[src/rtl/regfile_sb_pkg.sv]
`default_nettype none
// ============================================================================
// Module   : regfile_sb_pkg
// Purpose  : Shared defaults and helpers for the scoreboarded register file.
//            Optional feature macro used by this block: REGFILE_SB_BYPASS_EN
// Revision : 1.0 - initial release
// ============================================================================
package regfile_sb_pkg;

  localparam int DEF_DATA_W   = 32;
  localparam int DEF_ADDR_W   = 4;
  localparam int DEF_NUM_REGS = 15;
  localparam int DEF_PC_IDX   = 15;
  localparam int DEF_NUM_RD   = 3;
  localparam int DEF_CNT_W    = 4;

  // Index that returns the externally supplied PC value instead of storage
  localparam int C_PC_INDEX   = DEF_PC_IDX;

  // True when addr names a physically stored register
  function automatic logic valid_idx(input int unsigned addr,
                                     input int unsigned num_regs = DEF_NUM_REGS);
    return addr < num_regs;
  endfunction

endpackage
`default_nettype wire

[src/rtl/regfile_sb_scoreboard.sv]
`default_nettype none
// ============================================================================
// Module   : regfile_sb_scoreboard
// Purpose  : Load scoreboard - one pending bit per stored register, a count of
//            outstanding loads and a one-cycle error pulse on illegal sets.
// Revision : 1.0 - initial release
// ============================================================================
module regfile_sb_scoreboard
  import regfile_sb_pkg::*;
#(
  parameter int ADDR_W   = DEF_ADDR_W,
  parameter int NUM_REGS = DEF_NUM_REGS,
  parameter int CNT_W    = DEF_CNT_W
) (
  input  logic                clk,
  input  logic                reset_n,
  input  logic                set_i,
  input  logic [ADDR_W-1:0]   set_addr_i,
  input  logic                clr_i,
  input  logic [ADDR_W-1:0]   clr_addr_i,
  output logic [NUM_REGS-1:0] pending_o,
  output logic [CNT_W-1:0]    pend_cnt_o,
  output logic                pend_err_o
);

  logic [NUM_REGS-1:0] pending_q, pending_d;
  logic [CNT_W-1:0]    cnt_q, cnt_d;
  logic                err_q, err_d;
  logic [NUM_REGS-1:0] w_set_oh, w_clr_oh;
  logic                w_inc, w_dec;

  // One-hot decode of set/clear requests; out-of-range addresses decode to zero
  always_comb begin
    w_set_oh = '0;
    w_clr_oh = '0;
    for (int i = 0; i < NUM_REGS; i++) begin
      w_set_oh[i] = set_i && (set_addr_i == ADDR_W'(i));
      w_clr_oh[i] = clr_i && (clr_addr_i == ADDR_W'(i));
    end
  end

  // Next pending vector, count delta and error; set wins over a same-address clear
  always_comb begin
    pending_d = (pending_q & ~w_clr_oh) | w_set_oh;
    w_inc     = |(w_set_oh & ~pending_q);
    w_dec     = |(w_clr_oh & pending_q & ~w_set_oh);
    cnt_d     = cnt_q + {{(CNT_W-1){1'b0}}, w_inc} - {{(CNT_W-1){1'b0}}, w_dec};
    err_d     = set_i && (!valid_idx(32'(set_addr_i), NUM_REGS) ||
                          (|(w_set_oh & pending_q & ~w_clr_oh)));
  end

  // Scoreboard state registers
  always_ff @(posedge clk or negedge reset_n) begin
    if (!reset_n) begin
      pending_q <= '0;
      cnt_q     <= '0;
      err_q     <= 1'b0;
    end else begin
      pending_q <= pending_d;
      cnt_q     <= cnt_d;
      err_q     <= err_d;
    end
  end

  assign pending_o  = pending_q;
  assign pend_cnt_o = cnt_q;
  assign pend_err_o = err_q;

endmodule
`default_nettype wire

[src/rtl/regfile_sb.sv]
`default_nettype none
// ============================================================================
// Module   : regfile_sb
// Purpose  : Multi-read, dual-write register file with load scoreboard and a
//            PC pseudo-register. Define REGFILE_SB_BYPASS_EN to forward
//            same-cycle write data and write-back clears to the read ports.
// Revision : 1.0 - initial release
// ============================================================================
module regfile_sb
  import regfile_sb_pkg::*;
#(
  parameter int DATA_W   = DEF_DATA_W,
  parameter int ADDR_W   = DEF_ADDR_W,
  parameter int NUM_REGS = DEF_NUM_REGS,
  parameter int PC_IDX   = C_PC_INDEX,
  parameter int NUM_RD   = DEF_NUM_RD,
  parameter int CNT_W    = DEF_CNT_W
) (
  input  logic                     clk,
  input  logic                     reset_n,
  input  logic                     we_a,
  input  logic [ADDR_W-1:0]        wa_a,
  input  logic [DATA_W-1:0]        wd_a,
  input  logic                     we_b,
  input  logic [ADDR_W-1:0]        wa_b,
  input  logic [DATA_W-1:0]        wd_b,
  input  logic                     pend_set,
  input  logic [ADDR_W-1:0]        pend_addr,
  input  logic [DATA_W-1:0]        pc_in,
  input  logic [NUM_RD*ADDR_W-1:0] ra,
  output logic [NUM_RD*DATA_W-1:0] rd,
  output logic [NUM_RD-1:0]        busy,
  output logic [CNT_W-1:0]         pend_cnt,
  output logic                     pend_err
);

  logic [DATA_W-1:0]   mem_q [NUM_REGS];
  logic [DATA_W-1:0]   mem_d [NUM_REGS];
  logic [NUM_REGS-1:0] w_pending;

  regfile_sb_scoreboard #(
    .ADDR_W   (ADDR_W),
    .NUM_REGS (NUM_REGS),
    .CNT_W    (CNT_W)
  ) u_scoreboard (
    .clk        (clk),
    .reset_n    (reset_n),
    .set_i      (pend_set),
    .set_addr_i (pend_addr),
    .clr_i      (we_b),
    .clr_addr_i (wa_b),
    .pending_o  (w_pending),
    .pend_cnt_o (pend_cnt),
    .pend_err_o (pend_err)
  );

  // Write merge: port A is applied last so it wins an address collision
  always_comb begin
    for (int i = 0; i < NUM_REGS; i++) begin
      mem_d[i] = mem_q[i];
      if (we_b && (wa_b == ADDR_W'(i))) mem_d[i] = wd_b;
      if (we_a && (wa_a == ADDR_W'(i))) mem_d[i] = wd_a;
    end
  end

  // Register storage
  always_ff @(posedge clk or negedge reset_n) begin
    if (!reset_n) begin
      for (int i = 0; i < NUM_REGS; i++) mem_q[i] <= '0;
    end else begin
      for (int i = 0; i < NUM_REGS; i++) mem_q[i] <= mem_d[i];
    end
  end

  generate
    for (genvar p = 0; p < NUM_RD; p++) begin : g_rd_port
      logic [ADDR_W-1:0] w_addr;
      logic [DATA_W-1:0] w_data;
      logic              w_busy;

      assign w_addr = ra[p*ADDR_W +: ADDR_W];

      // Combinational read: PC pseudo-register, stored register or zero
      always_comb begin
        w_data = '0;
        w_busy = 1'b0;
        if (w_addr == ADDR_W'(PC_IDX)) begin
          w_data = pc_in;
        end else if (valid_idx(32'(w_addr), NUM_REGS)) begin
          for (int j = 0; j < NUM_REGS; j++) begin
            if (w_addr == ADDR_W'(j)) begin
              w_data = mem_q[j];
              w_busy = w_pending[j];
            end
          end
`ifdef REGFILE_SB_BYPASS_EN
          // Forwarding is suppressed under reset so reads stay at zero
          if (reset_n && we_b && (wa_b == w_addr)) begin
            w_data = wd_b;
            if (!(pend_set && (pend_addr == w_addr))) w_busy = 1'b0;
          end
          if (reset_n && we_a && (wa_a == w_addr)) w_data = wd_a;
`endif
        end
      end

      assign rd[p*DATA_W +: DATA_W] = w_data;
      assign busy[p]                = w_busy;
    end
  endgenerate

endmodule
`default_nettype wire

[config.mk]
export PLATFORM = sky130hd
export DESIGN_NAME = regfile_sb
export DESIGN_NICKNAME = d
export VERILOG_FILES = /design/src/rtl/regfile_sb_pkg.sv /design/src/rtl/regfile_sb_scoreboard.sv /design/src/rtl/regfile_sb.sv
export SDC_FILE = /design/constraint.sdc
export NUM_CORES = 2
export LEC_CHECK = 0
export CORE_MARGIN = 4
export CORE_UTILIZATION = 40
export CTS_BUF_LIST = sky130_fd_sc_hd__clkbuf_4
export DETAILED_ROUTE_END_ITERATION = 10
export SLEW_MARGIN = 10
export SYNTH_ARGS = -nofsm -noshare
export SYNTH_HDL_FRONTEND = slang
export SYNTH_SLANG_ARGS = --single-unit
[constraint.sdc]
create_clock -name clk -period 3.63 [get_ports clk]
set_input_delay 0.5445 -clock clk [delete_from_list [all_inputs] [get_ports clk]]
set_output_delay 0.5445 -clock clk [all_outputs]
set_load 0.03 [all_outputs]
# Word-level counts from Yosys, hierarchy flattened
# Index checks and enable logic that the tools add are counted.
[classes] muxes=132 reduce_logical=72 n_addsub=2 order_cmp=4 eq_ne=87 bitwise=10
[op_table] cell="2-to-1 mux 32 bit" n=81
[op_table] cell="== test 4 bit, second input constant" n=45
[op_table] cell="== test 4 x 3 -> 1 bit, second input constant" n=24
[op_table] cell="bitwise AND 15 bit" n=6
[op_table] cell="2-to-1 mux 1 bit" n=51
[op_table] cell="== test 4 x 2 -> 1 bit, second input constant" n=12
[op_table] cell="logical AND 1 bit" n=46
[op_table] cell="inverter 15 bit" n=3
[op_table] cell="OR reduction 15 bit" n=3
[op_table] cell="nonzero test 2 bit" n=15
[op_table] cell="== test 4 x 1 -> 1 bit, second input constant" n=6
[op_table] cell="logical NOT 4 bit" n=6
[op_table] cell="< comparator 4 bit, second input constant" n=4
[op_table] cell="bitwise OR 15 bit" n=1
[op_table] cell="adder 4 x 1 -> 4 bit" n=1
[op_table] cell="subtractor 4 x 1 -> 4 bit" n=1
[op_table] cell="logical NOT 1 bit" n=1
[op_table] cell="logical OR 1 bit" n=1
[totals] output_inout_bits=104 input_bits=125 wordCells=325 reg_bits=500

# Depth between registers and ports, before layout
[logic_depth] word_depth=18 mapped_depth=12 mapped_depth_nobuf=11

# Cells and area by module
# A second synthesis with hierarchy kept.
[hier_totals] hier_cells=4666 area_unflattened_um2=39384.0
[modules_own_cells] module="regfile_sb" n_inst=1 seq_area_each_um2=12011.5 area_per_inst_um2=37995.2 cells_per_inst=4506
[modules_own_cells] module="regfile_sb_scoreboard" n_inst=1 seq_area_each_um2=500.5 area_per_inst_um2=1388.8 cells_per_inst=160

# Worst setup path before layout
# No wires, ideal clock.
[synth_path] path_type="in2out" startpoint="input ra[0]" endpoint="output rd[18]" slack_ns=0.429 stages=7 arrival_ns=2.656 n_path_buf=5 t_required_ns=3.086 cell_sequence="buf_4 buf_4 buf_4 buf_4 buf_4 a21oi_1 o311ai_0"
[synth_between] elab_chain_cells=18 elab_cells_between_ends=34 cone_classes="order compare (1); eq/ne (15); mux (17); reduce/logical (1)"
[synth_rtl] element="start: declaration" line="regfile_sb.sv:30" source="input logic [NUM_RD*ADDR_W-1:0] ra,"
[synth_rtl] element="logical NOT 4 bit" line="regfile_sb.sv:91" source="if (w_addr == ADDR_W'(j)) begin"
[synth_rtl] element="2-to-1 mux 32 bit (15 in series)" line="regfile_sb.sv:91"
[synth_rtl] element="2-to-1 mux 32 bit" line="regfile_sb.sv:89" source="end else if (valid_idx(32'(w_addr), NUM_REGS)) begin"
[synth_rtl] element="2-to-1 mux 32 bit *" line="regfile_sb.sv:87" source="if (w_addr == ADDR_W'(PC_IDX)) begin"
[synth_rtl] element="end: declaration" line="regfile_sb.sv:31" source="output logic [NUM_RD*DATA_W-1:0] rd,"
# Mark *: on every way between the ends. The rest lies on a longest branch, timed or not.

# Final worst setup path
[layout_path] startpoint="input ra[3]" endpoint="output rd[2]"
# Same word-level chain as after synthesis.

==> summary.md <==
| Metric | Value |
|---|---|
| Starting density of the core | `40.3%` |
| Setup crit end kind | `output port` |
| Yosys reg bits | `500` |
| Max Transition Viols Final | `0` |
| CORE AREA | `96700 um^2` |
| Setup CP Type | `in2out` |
| HP Class | `in2async` |
| Status | `complete, but fails checks` |
| Power Density | `491 nW/um^2` |
| Area grow syn2layout | `19.3%` |
| CP Cell Sequence | `buf_2 > nor2b_4 > nand2_1 > o22ai_1 > a211o_1 > o22ai_1 > buf_4 > buf_4` |
| GRT Overall Usage | `roughly 40%` |
| LEAKAGE | `between 15 and 20 nW` |
| Post-route DRC | `0` |
| Vias in the first global route | `40104` |
| Largest cells by area after synthesis | `dfrtp_1, mux2i_1, a21oi_1, o21ai_0, nor2_1` |
| Post-CTS setup buffers | `0` |
| Inst Count DP | `5987` |
| Post-synth top cells | `mux2i_1, a21oi_1, nor2_1` |
| Die W | `320 um` |
| Fraction of final layout cells with drive strength greater than 1 | `19.2%` |
| Final WL | `218 mm` |
| First-pass DRT Iterations | `9` |
| Cell taking the most area after synthesis | `dfrtp_1` |
| CTS Root Cell | `clkbuf_4` |
| Grt peak-use layer | `met2` |
| Final net count | `4995` |
| Die ar. | `around 100000 um^2` |
| Final Hold Fails | `0` |
| Finished Core Util | `48.1%` |
| Worst setup margin | `-0.0171 ns` |
| Post-detailed-route wirelength per cell | `roughly 35 um` |
| CTS tree | `yes` |
| Worst path arrival time | `3.10 ns` |
| Syn_area_per_cell | `about 8.5 um^2` |
| Grt total ovfl | `0` |
| Share of the synthesized area in the top cell type | `around 32%` |
| Relative slew slack | `between 10% and 20%` |
| Violated checks | `negative setup slack` |
| I/O Buffers | `228` |
| DRT iter0 DRCs | `~7000` |
| Cells after synthesis | `4598` |
| Slowest stage cell, crit path | `nor2b_4` |
| Remaining antenna violation count | `0` |
| Final setup viols | `2` |
| Post-DP HPWL | `~140 mm` |
| Clk sinks | `500` |
| Finished Layout Cells | `6285` |
| Fin crit period | `roughly 3.6 ns` |
| Clk buf depth | `3` |
| GR Util met1 | `51.9%` |
| Fin crit share | `100%` |
| Worst VDD drop | `roughly 0.37 mV` |
| M3 GR Usage | `15.0%` |
| Clock latency on the worst-skew pair | `approximately 1.1 ns` |
| Worst-Margin Slew | `1.21 ns` |
| FFs w/ async S/R, synth | `100%` |
| Die extent in y | `320 um` |
| Fmax | `around 270 MHz` |
| H-tree Lvls | `4` |
| Worst EP required | `3.09 ns` |
| Synth Warn # | `0` |
| Most used DFF post-synth | `dfrtp_1` |
| Std-Cell Rows | `114` |
| Initial antenna violation count | `25` |
| Setup TNS | `-0.0196 ns` |
| Seq/Total Area, Yosys | `32.1%` |
| First-pass GRT wire length | `305 mm` |
| CP Launch Type | `input pin` |
| Final Skew | `0.0576 ns` |
| CTS Buf Count | `151` |
| Slowest stage delay, CP | `0.83 ns` |
| Clock transition at the registers of the reported paths | `0.07 ns` |
| Synthesized cell area | `roughly 39000 um^2` |
| Largest net degree at the start of global routing | `80` |
| Count leader, synth | `mux2i_1` |
| Unique masters post-synth | `84` |
| Number of synthesized flops with an enable pin | `0` |
| CP Max Fanout | `14` |
| GRT met2 Usage | `57.4%` |
| Gpl congestion | `1.03` |
| MaxCap Viol Count | `0` |
| I/O Pins | `229` |
| Hold WS | `0.0275 ns` |
| Syn_nets | `4728` |
| Routed vias | `approximately 43000` |
| Via density | `6.88` |
power breakdown:
group,internal [mW],switching (mW),leakage (nW)
registers,7.01,1.99,5.91
clock network,3.10,2.87,1.18
logic,3.60,4.27,12.4
total,13.7,9.13,19.5
state kept, by name (all words and copies together) (netlist names):
register and count:
u_scoreboard.pend_cnt_o 4, mem_q 480, u_scoreboard.pend_err_o 1, u_scoreboard.pending_o 15
cell usage in the layout (no fill, tap or decap), drive strengths merged, types with 14 or more instances in the layout:
cell type / n
mux2i: 648
a21oi: 586
nor2: 512
dfrtp: 500
buf: 495
o21ai: 470
nand2: 377
clkbuf: 224
clkdlybuf4s50: 116
o22ai: 99
mux2: 81
mux4: 76
a22oi: 69
o221ai: 66
nand2b: 51
a211oi: 41
a221oi: 40
nor2b: 38
inv: 36
clkinv: 36
a2bb2oi: 34
diode: 30
nand3: 30
nor3b: 28
a31oi: 21
nor3: 21
o211ai: 17
nand3b: 17
a32oi: 14
a221o: 14
o22a: 14
path summary, 6_finish.rpt:
| path | from | end | slack, ns | cells past startpoint |
|---|---|---|---|---|
| setup / recovery | ra[3] | rd[2] | -0.02 | 8 |
| setup reg to reg | u_scoreboard.pending_o[9] | u_scoreboard.pend_cnt_o[1] | 0.94 | 11 |
| min in group clk | pend_set | u_scoreboard.pend_err_o | 0.21 | 4 |
| hold reg to reg | u_scoreboard.pend_cnt_o[3] | u_scoreboard.pend_cnt_o[3] | 0.59 | 2 |
| hold / removal | reset_n | mem_q[70] | 0.03 | 2 |
| max in group asynchronous | reset_n | mem_q[17] | 2.42 | 3 |
routing by layer:
layer	wire length (um)	up-vias
met5	54	-
met4	19400	8
met3	32800	1181
met2	87400	4092
met1	78200	20374
li1	-	17572
worst max-delay path: cells and delay by family:
kind	cells	cell delay, ns
simple gates	2	1.25
buf+inv	3	0.77
compound gates	3	0.51
cells by family (layout without fill, tap and decap cells):
kind of cell / after synthesis / in the layout / synth area share, %
compound gates: 1605 / 1605 / 24.7
flops: 500 / 500 / 32.1
mux: 805 / 805 / 23.4
simple gates: 1148 / 1148 / 13.1
fa+ha+maj: 5 / 5 / 0.180
xor+xnor: 3 / 3 / 0.0674
other cells: 0 / 30 / 0
buf+inv: 532 / 913 / 6.54
area by class of cell:
type	instances	area, um^2
clock buffers	224	1680
repair buffers	612	6120
fillers	9384	50200
flip-flops and latches	500	12500
clock inverters	43	293
diodes	30	75.1
multi-input cells	3566	24100
inverters	34	128
well taps	1276	1600
stage by stage:
step,worst slack (ns),cell area (um^2),power [mW]
4_1_cts,0.0600,46400,22.5
3_5_place_dp,-0.0411,44500,16.6
5_1_grt,-0.0274,46500,23.8
6_report,-0.0171,46500,22.8
3_3_place_gp,-0.0592,44500,16.5
2_1_floorplan,0.429,39000,13.0
repair_timing:
| action | CTS | global route |
|---|---|---|
| hold endpoints to repair | 208 | 0 |
| setup endpoints to repair | 0 | 2 |
| gates resized for setup | 0 | 2 |
| hold buffers | 1 | 0 |
(Power assumes the default switching activity.)
